[src/rtl/mem_boot_loader_pkg.sv]
// mem_boot_loader_pkg: state encodings and default constants shared by the boot loader files
package mem_boot_loader_pkg;
  typedef enum logic [2:0] {S_IDLE, S_ADDR_H, S_ADDR_L, S_LEN, S_DATA, S_CHK, S_RUN} state_t;
  localparam int ADDR_W_DEF = 9;
  localparam logic [7:0] SYNC_LOAD_DEF = 8'hA5;
  localparam logic [7:0] SYNC_RUN_DEF = 8'h5A;
endpackage

[src/rtl/mem_boot_loader_wr.sv]
// mem_boot_loader_wr: registered memory write stage with a wrapping byte pointer
module mem_boot_loader_wr
  import mem_boot_loader_pkg::*;
#(
  parameter int ADDR_W = ADDR_W_DEF,
  parameter int DATA_W = 8
) (
  input  logic              clk,
  input  logic              rst,
  input  logic              ld_h,
  input  logic              ld_l,
  input  logic              wr,
  input  logic [DATA_W-1:0] din,
  output logic [ADDR_W-1:0] m_addr,
  output logic [DATA_W-1:0] m_dataout,
  output logic              m_we
);
  logic [ADDR_W-1:0] ptr;
  always_ff @(posedge clk or posedge rst)
    if (rst) begin
      ptr       <= '0;
      m_addr    <= '0;
      m_dataout <= '0;
      m_we      <= 1'b0;
    end else begin
      m_we <= wr;
      // only the low bits of the high address byte reach the pointer
      if (ld_h) ptr <= ADDR_W'({din, ptr[7:0]});
      if (ld_l) ptr[7:0] <= din;
      if (wr) begin
        m_addr    <= ptr;
        m_dataout <= din;
        ptr       <= ptr + 1'b1;
      end
    end
endmodule

[src/rtl/mem_boot_loader.sv]
// mem_boot_loader: framed byte-stream loader into the shared I/D memory, with CPU run command
// Optional inter-byte timeout compiled in with MEM_BOOT_LOADER_TIMEOUT_EN.
module mem_boot_loader
  import mem_boot_loader_pkg::*;
#(
  parameter int ADDR_W = ADDR_W_DEF,
  parameter int DATA_W = 8,
  parameter logic [7:0] SYNC_LOAD = SYNC_LOAD_DEF,
  parameter logic [7:0] SYNC_RUN = SYNC_RUN_DEF
`ifdef MEM_BOOT_LOADER_TIMEOUT_EN
  , parameter int TIMEOUT_CYC = 1024
`endif
) (
  input  logic              clk,
  input  logic              rst,
  input  logic [DATA_W-1:0] s_data,
  input  logic              s_valid,
  output logic              s_ready,
  output logic              m_sel,
  output logic [ADDR_W-1:0] m_addr,
  output logic [DATA_W-1:0] m_dataout,
  output logic              m_we,
  output logic              cpu_enable,
  output logic              cpu_start,
  output logic              busy,
  output logic              err_chk,
  output logic [7:0]        frame_cnt
);
  state_t            state;
  logic              acc;
  logic [DATA_W:0]   cnt;
  logic [DATA_W-1:0] sum;
  assign acc = s_valid && s_ready;
  mem_boot_loader_wr #(.ADDR_W(ADDR_W), .DATA_W(DATA_W)) u_wr (
    .clk       (clk),
    .rst       (rst),
    .ld_h      (acc && state == S_ADDR_H),
    .ld_l      (acc && state == S_ADDR_L),
    .wr        (acc && state == S_DATA),
    .din       (s_data),
    .m_addr    (m_addr),
    .m_dataout (m_dataout),
    .m_we      (m_we)
  );
`ifdef MEM_BOOT_LOADER_TIMEOUT_EN
  localparam int TW = $clog2(TIMEOUT_CYC + 1);
  logic [TW-1:0] to_cnt;
  logic          timeout;
  assign timeout = busy && !s_valid && to_cnt == TW'(TIMEOUT_CYC - 1);
  always_ff @(posedge clk or posedge rst)
    if (rst) to_cnt <= '0;
    else to_cnt <= (acc || !busy) ? '0 : !s_valid ? to_cnt + 1'b1 : to_cnt;
`endif
  always_ff @(posedge clk or posedge rst)
    if (rst) begin
      state      <= S_IDLE;
      s_ready    <= 1'b1;
      m_sel      <= 1'b0;
      cpu_enable <= 1'b0;
      cpu_start  <= 1'b0;
      busy       <= 1'b0;
      err_chk    <= 1'b0;
      frame_cnt  <= '0;
      cnt        <= '0;
      sum        <= '0;
    end else begin
      cpu_start <= 1'b0;
`ifdef MEM_BOOT_LOADER_TIMEOUT_EN
      if (timeout) begin
        state   <= S_IDLE;
        busy    <= 1'b0;
        m_sel   <= 1'b0;
        err_chk <= 1'b1;
      end else
`endif
      unique case (state)
        S_IDLE: if (acc) begin
          if (s_data == SYNC_LOAD) begin
            state      <= S_ADDR_H;
            busy       <= 1'b1;
            cpu_enable <= 1'b0;
            m_sel      <= 1'b1;
            err_chk    <= 1'b0;
          end else if (s_data == SYNC_RUN) begin
            state      <= S_RUN;
            busy       <= 1'b1;
            s_ready    <= 1'b0;
            cpu_enable <= 1'b1;
            cpu_start  <= 1'b1;
            m_sel      <= 1'b0;
          end
        end
        S_ADDR_H: if (acc) state <= S_ADDR_L;
        S_ADDR_L: if (acc) state <= S_LEN;
        S_LEN: if (acc) begin
          cnt   <= {s_data == '0, s_data};
          sum   <= '0;
          state <= S_DATA;
        end
        S_DATA: if (acc) begin
          cnt <= cnt - 1'b1;
          sum <= sum + s_data;
          if (cnt == (DATA_W + 1)'(1)) state <= S_CHK;
        end
        // the last write pulse retires on the same edge the checksum byte lands
        S_CHK: if (acc) begin
          if (s_data == sum) frame_cnt <= frame_cnt + 1'b1;
          else err_chk <= 1'b1;
          state <= S_IDLE;
          busy  <= 1'b0;
          m_sel <= 1'b0;
        end
        S_RUN: begin
          state   <= S_IDLE;
          busy    <= 1'b0;
          s_ready <= 1'b1;
        end
        default: state <= S_IDLE;
      endcase
    end
endmodule

[config.mk]
export PLATFORM = sky130hd
export DESIGN_NAME = mem_boot_loader
export DESIGN_NICKNAME = d
export VERILOG_FILES = /design/src/rtl/mem_boot_loader_pkg.sv /design/src/rtl/mem_boot_loader_wr.sv /design/src/rtl/mem_boot_loader.sv
export SDC_FILE = /design/constraint.sdc
export NUM_CORES = 1
export LEC_CHECK = 0
export BUFFER_PORTS_ARGS = -buffer_cell sky130_fd_sc_hd__buf_2
export CORE_UTILIZATION = 40
export CTS_CLUSTER_SIZE = 40
export DETAILED_ROUTE_END_ITERATION = 7
export SETUP_SLACK_MARGIN = 0.4
export SYNTH_ARGS = -nofsm -noshare
export SYNTH_HDL_FRONTEND = slang
export SYNTH_SLANG_ARGS = --single-unit
[constraint.sdc]
create_clock -name clk -period 2.6 [get_ports clk]
set_input_delay 0.13 -clock clk [delete_from_list [all_inputs] [get_ports clk]]
set_output_delay 0.13 -clock clk [all_outputs]
set_load 0.02 [all_outputs]
# Word level (Yosys, flattened, before mapping)
# Index checks and enable logic that the tools add are counted.
# word_totals
ff_bits,61
output_inout_bits,32
wordCells,103
# classes
addsub,4
n_eq_ne,22
mux,41
reduce_logical,21
# op_table
operator,n
9-bit two-way mux,4
3-bit two-way mux,9
8-bit two-way mux,3
2-bit != test (second input constant),10
1-bit two-way mux,18
3-bit one-hot mux with 6 select lines,1
9-bit one-hot mux with 2 select lines,1
8-bit one-hot mux with 2 select lines,1
4-bit AND reduction,3
2-bit nonzero test,6
9-bit by 1-bit adder with 9-bit output (second input constant),1
3-bit equality test (second input constant),3
9-bit by 1-bit equality test with 1-bit output (second input constant),1
3-bit AND reduction,3
9-bit by 1-bit subtractor with 9-bit output (second input constant),1
8-bit by 1-bit adder with 8-bit output (second input constant),1
8-bit adder,1
8-bit by 7-bit equality test with 1-bit output (second input constant),1
8-bit equality test,1
8-bit equality test (second input constant),1
8-bit logical NOT,1
8-bit AND reduction,1
3-bit by 2-bit equality test with 1-bit output (second input constant),2
1-bit one-hot mux with 2 select lines,3
other kinds (8),11

# Logic depth before layout (Yosys ltp)
# depth
depth_word,5
depth_mapped,7
ltp_nobuf,6

# Modules after synthesis
# Synthesis repeated with hierarchy kept, for this count alone.
# unflattened
hier_cells,324
area_unflattened_um2,3258.1
# by_module_without_submodules
module,n_inst,cells_per_inst,area_each_um2
mem_boot_loader,1,227,2057.0
mem_boot_loader_wr,1,97,1201.2

# Least setup slack after synthesis
# OpenSTA, ideal clock, no wires.
# synth_timing
path_kind,reg-to-reg
startpoint,register sum[0]
endpoint,register sum[6]
setup_ps,68
arrival_time_ps,1780
setup_slack_ps,752
path_stages_with_launch,7
n_path_buf,0
synth_period_minus_slack_ps,1848
path_cell_list,dfrtp_1 -> ha_1 -> fa_1 -> a21o_1 -> a31o_2 -> o311a_1 -> nand3_1
# synth_via
elab_chain_cells,3
# synth_rtl
element,line,rtl
start: declaration,mem_boot_loader.sv:32,logic [DATA_W-1:0] sum;
start signal: assignment,mem_boot_loader.sv:102,sum <= sum + s_data;
8-bit adder,mem_boot_loader.sv:102,
8-bit two-way mux,mem_boot_loader.sv:100,S_DATA: if (acc) begin
8-bit one-hot mux with 2 select lines,mem_boot_loader.sv:76,unique case (state)
# Every way passes these cells. The select of a mux whose other input is x is not followed.
# A chain may end at the register's enable or synchronous reset.

# Worst setup path in the final report
# layout_timing
startpoint,register state[0]
endpoint,register u_wr.ptr[2]
# layout_via
elab_chain_cells,4
word_cells_on_any_way,7
# layout_rtl
element,line,rtl
start: declaration,mem_boot_loader.sv:29,state_t state;
start signal: assignment,mem_boot_loader.sv:56,state <= S_IDLE;
start signal: assignment,mem_boot_loader.sv:79,state <= S_ADDR_H;
start signal: assignment,mem_boot_loader.sv:85,state <= S_RUN;
3-bit by 2-bit equality test with 1-bit output,mem_boot_loader.sv:38,".ld_l (acc && state == S_ADDR_L),"
1-bit logical AND,mem_boot_loader.sv:38,
8-bit two-way mux,mem_boot_loader_wr.sv:29,if (ld_l) ptr[7:0] <= din;
9-bit two-way mux,mem_boot_loader_wr.sv:30,if (wr) begin
end signal: assignment,mem_boot_loader_wr.sv:28,"if (ld_h) ptr <= ADDR_W'({din, ptr[7:0]});"
end signal: assignment,mem_boot_loader_wr.sv:29,
end signal: assignment,mem_boot_loader_wr.sv:33,ptr <= ptr + 1'b1;
end: declaration,mem_boot_loader_wr.sv:18,logic [ADDR_W-1:0] ptr;
# Several ways; a longest one is shown, not always the timed one.

==> reports/metrics.cfg <==
[run_status]
violations = negative hold slack
status = finished, violations left

[synth]
synth_ff_type = dfrtp_1
syn_inst = 357
synth_edf_count = 0
synth_cell_types = 74
netlist_area_mm2 = 0.00343
synth_area_leaders = dfrtp_1, nand2_1, ha_1, a21oi_1, nor4_2
synth_largest_area_cell = dfrtp_1
synth_seq_cells = 61
synth_nets = 380
yosysWarnings = 0
ys_seq_area_frac = 0.446
async_reset_ff_frac = 1.00
syn_area_per_cell_um2 = 9.60
yosysTopAreaCellShare = 0.438

[clock_network]
htreeDepth = 3
clock_latency_ns = 0.36
cts_num_sinks = 61
hold_buffers = 0
clkTransAtPathRegs_ns = 0.07
postCtsSetupRepairBufs = 0
cts_buffers = 9
clk_path_buf_depth = 2
cts_tree = yes
cts_root_buf = clkbuf_8

[grt]
grt_overflow_total = 0
grt_max_degree = 62
antenna_found_initial = 0
grt_pass1_wl_um = 13500
grt_util_all_layers = 0.201
grt_pass1_vias = 2573

[placed_design]
dp_hpwl_um = 5360
pre_cts_ws_ns = 0.502
dpl_cell_area_mm2 = 0.00372
port_buffers = 42
gp_congestion = 0.821

[power]
p_leak_uw = 0.00188
vdd_drop_max_v = 0.000370
p_total_uw = 3810
power.density_mw_per_mm2 = 969

[setup_path]
critical_path_arrival_ns = 2.29
max_stage_delay_ns = 0.76
cp-start-kind = flip-flop
setup.worst_path.end_class = flip-flop
cp_max_fo = 20
cp_slowest_cell = or3b_2
path_cells = or3b_2 > or3_1 > a21oi_1 > a311oi_1
worst_ep_required_time_ns = 2.82
crit_type = flip-flop to flip-flop

[layout]
multi_input_area_mm2 = 0.00177
final_common_cell = nand2_1
diodes = 0
syn2layout_area_growth_pct = 14.7
nFillCells = 834
final_area_mm2 = 0.00393
most-common-layout-cells = nand2_1, dfrtp_1, buf_2
regArea_mm2 = 0.00153
drive_gt1_frac = 0.232
nets = 423

[sta]
hold_viol = 3
fin_setup_tns_ns = 0
max_freq_mhz = 483
finClkSkew_ns = 0.0116
setup_viol = 0
rsz0062_at_grt = false
drv_slew = 0
finalCriticalPeriod_ns = 2.07
fin_hold_ws_ns = -0.0000697
fin_ws_ns = 0.529
slew-limit-headroom = 0.472
fin_crit_sh = 0.797
tightest_slew_ns = 0.792

[detailed_routing]
highest_layer = met4
first_pass_iters = 5
drt_iter0_markers = 119
drt-total-wl_um = 8170
detail_route.wl_per_cell_um = 16.0
wl_met3_um = 327
drc_errors = 0
vias_per_cell = 5.57
dr_wl_met2_um = 3660
vias = 2839
wl_met1_um = 4070
drtAntennaViolNets = 0

[die]
dieArea_mm2 = 0.00894
rows = 33
fp.dieH_um = 94.6
fp.coreArea_mm2 = 0.00826
fp.dieW_um = 94.6
io_pins = 43
start_util = 0.415

[flow_run]
drv_cap = 0

[worst_hold_path]
worst_hold_path_type = input pin to asynchronous set/reset pin

per-stage QoR:
stage | utilization | cells
6_report | 0.476 | 510
5_1_grt | 0.476 | 510
4_1_cts | 0.476 | 510
3_5_place_dp | 0.451 | 494
3_3_place_gp | 0.451 | 494
2_1_floorplan | - | 357
layout make-up:
class / count / share of cell area
tap: 105 / 0.0334
clock inverter: 5 / 0.0150
timing repair buffer: 49 / 0.0668
multi-input combinational: 270 / 0.449
sequential: 61 / 0.389
inverter: 9 / 0.00859
clock buffer: 11 / 0.0385
synthesized netlist by cell type, types with 3 or more instances:
library cell,number
a21o_1,4
a21oi_1,18
a31oi_1,6
and4_1,4
buf_2,8
buf_4,3
clkbuf_1,4
dfrtp_1,60
ha_1,11
inv_1,8
nand2_1,71
nand2b_1,3
nand3_1,10
nand4_1,5
nand4b_1,3
nor2_1,18
nor3_1,12
nor4_1,3
nor4_2,6
o21a_1,7
o21ai_0,14
o221a_2,3
xor2_1,8
critical path: cells and delay by family, from the launching register on:
family	cells	cell delay, ns
AO/OA/AOI/OAI	2	0.20
flip-flops	1	0.59
AND/OR/NAND/NOR	2	1.14
timing repair:
| item | in CTS | in global routing |
|---|---|---|
| hold endpoints to repair | 0 | 0 |
| setup endpoints to repair | 0 | 2 |
| resized for setup | 0 | 1 |
logic make-up after synthesis:
| kind of cell | count (synthesis) | share of synthesized area |
|---|---|---|
| simple gates | 158 | 0.251 |
| compound gates | 86 | 0.178 |
| fa+ha+maj | 12 | 0.0460 |
| mux | 4 | 0.0124 |
| flops | 61 | 0.446 |
| buf+inv | 26 | 0.0391 |
| xor+xnor | 10 | 0.0277 |
sequential cells by signal, summed over array words and instances, names as in the netlist:
register / cells
cpu_start: 1
u_wr.m_addr: 9
u_wr.m_dataout: 8
state: 3
cnt: 9
err_chk: 1
busy: 1
s_ready: 1
cpu_enable: 1
frame_cnt: 8
u_wr.ptr: 9
m_sel: 1
sum: 8
u_wr.m_we: 1
final timing paths:
path / endpoint / depth (start not counted) / slack (ns) / startpoint
setup / recovery: u_wr.ptr[2] / 4 / 0.53 / state[0]
hold / removal: u_wr.m_dataout[5] / 3 / -0.00007 / rst
setup reg to reg: u_wr.ptr[2] / 4 / 0.53 / state[0]
hold reg to reg: frame_cnt[7] / 1 / 0.47 / frame_cnt[7]
max in group asynchronous: sum[6] / 3 / 2.08 / rst
min in group clk: u_wr.m_dataout[4] / 3 / 0.10 / s_data[4]
routing by layer:
layer	track usage	up-vias
met2	0.299	66
met1	0.282	1367
met5	0	-
li1	-	1395
met3	0.0346	11
met4	0.0985	0
power breakdown:
part           leakage, µW  internal [µW]  total, µW  switching, µW
Combinational     0.000996            573       1330            760
Clock             0.000102            494        903            408
Sequential        0.000779           1260       1570            315
No activity file was read; power rests on OpenSTA's default activity.
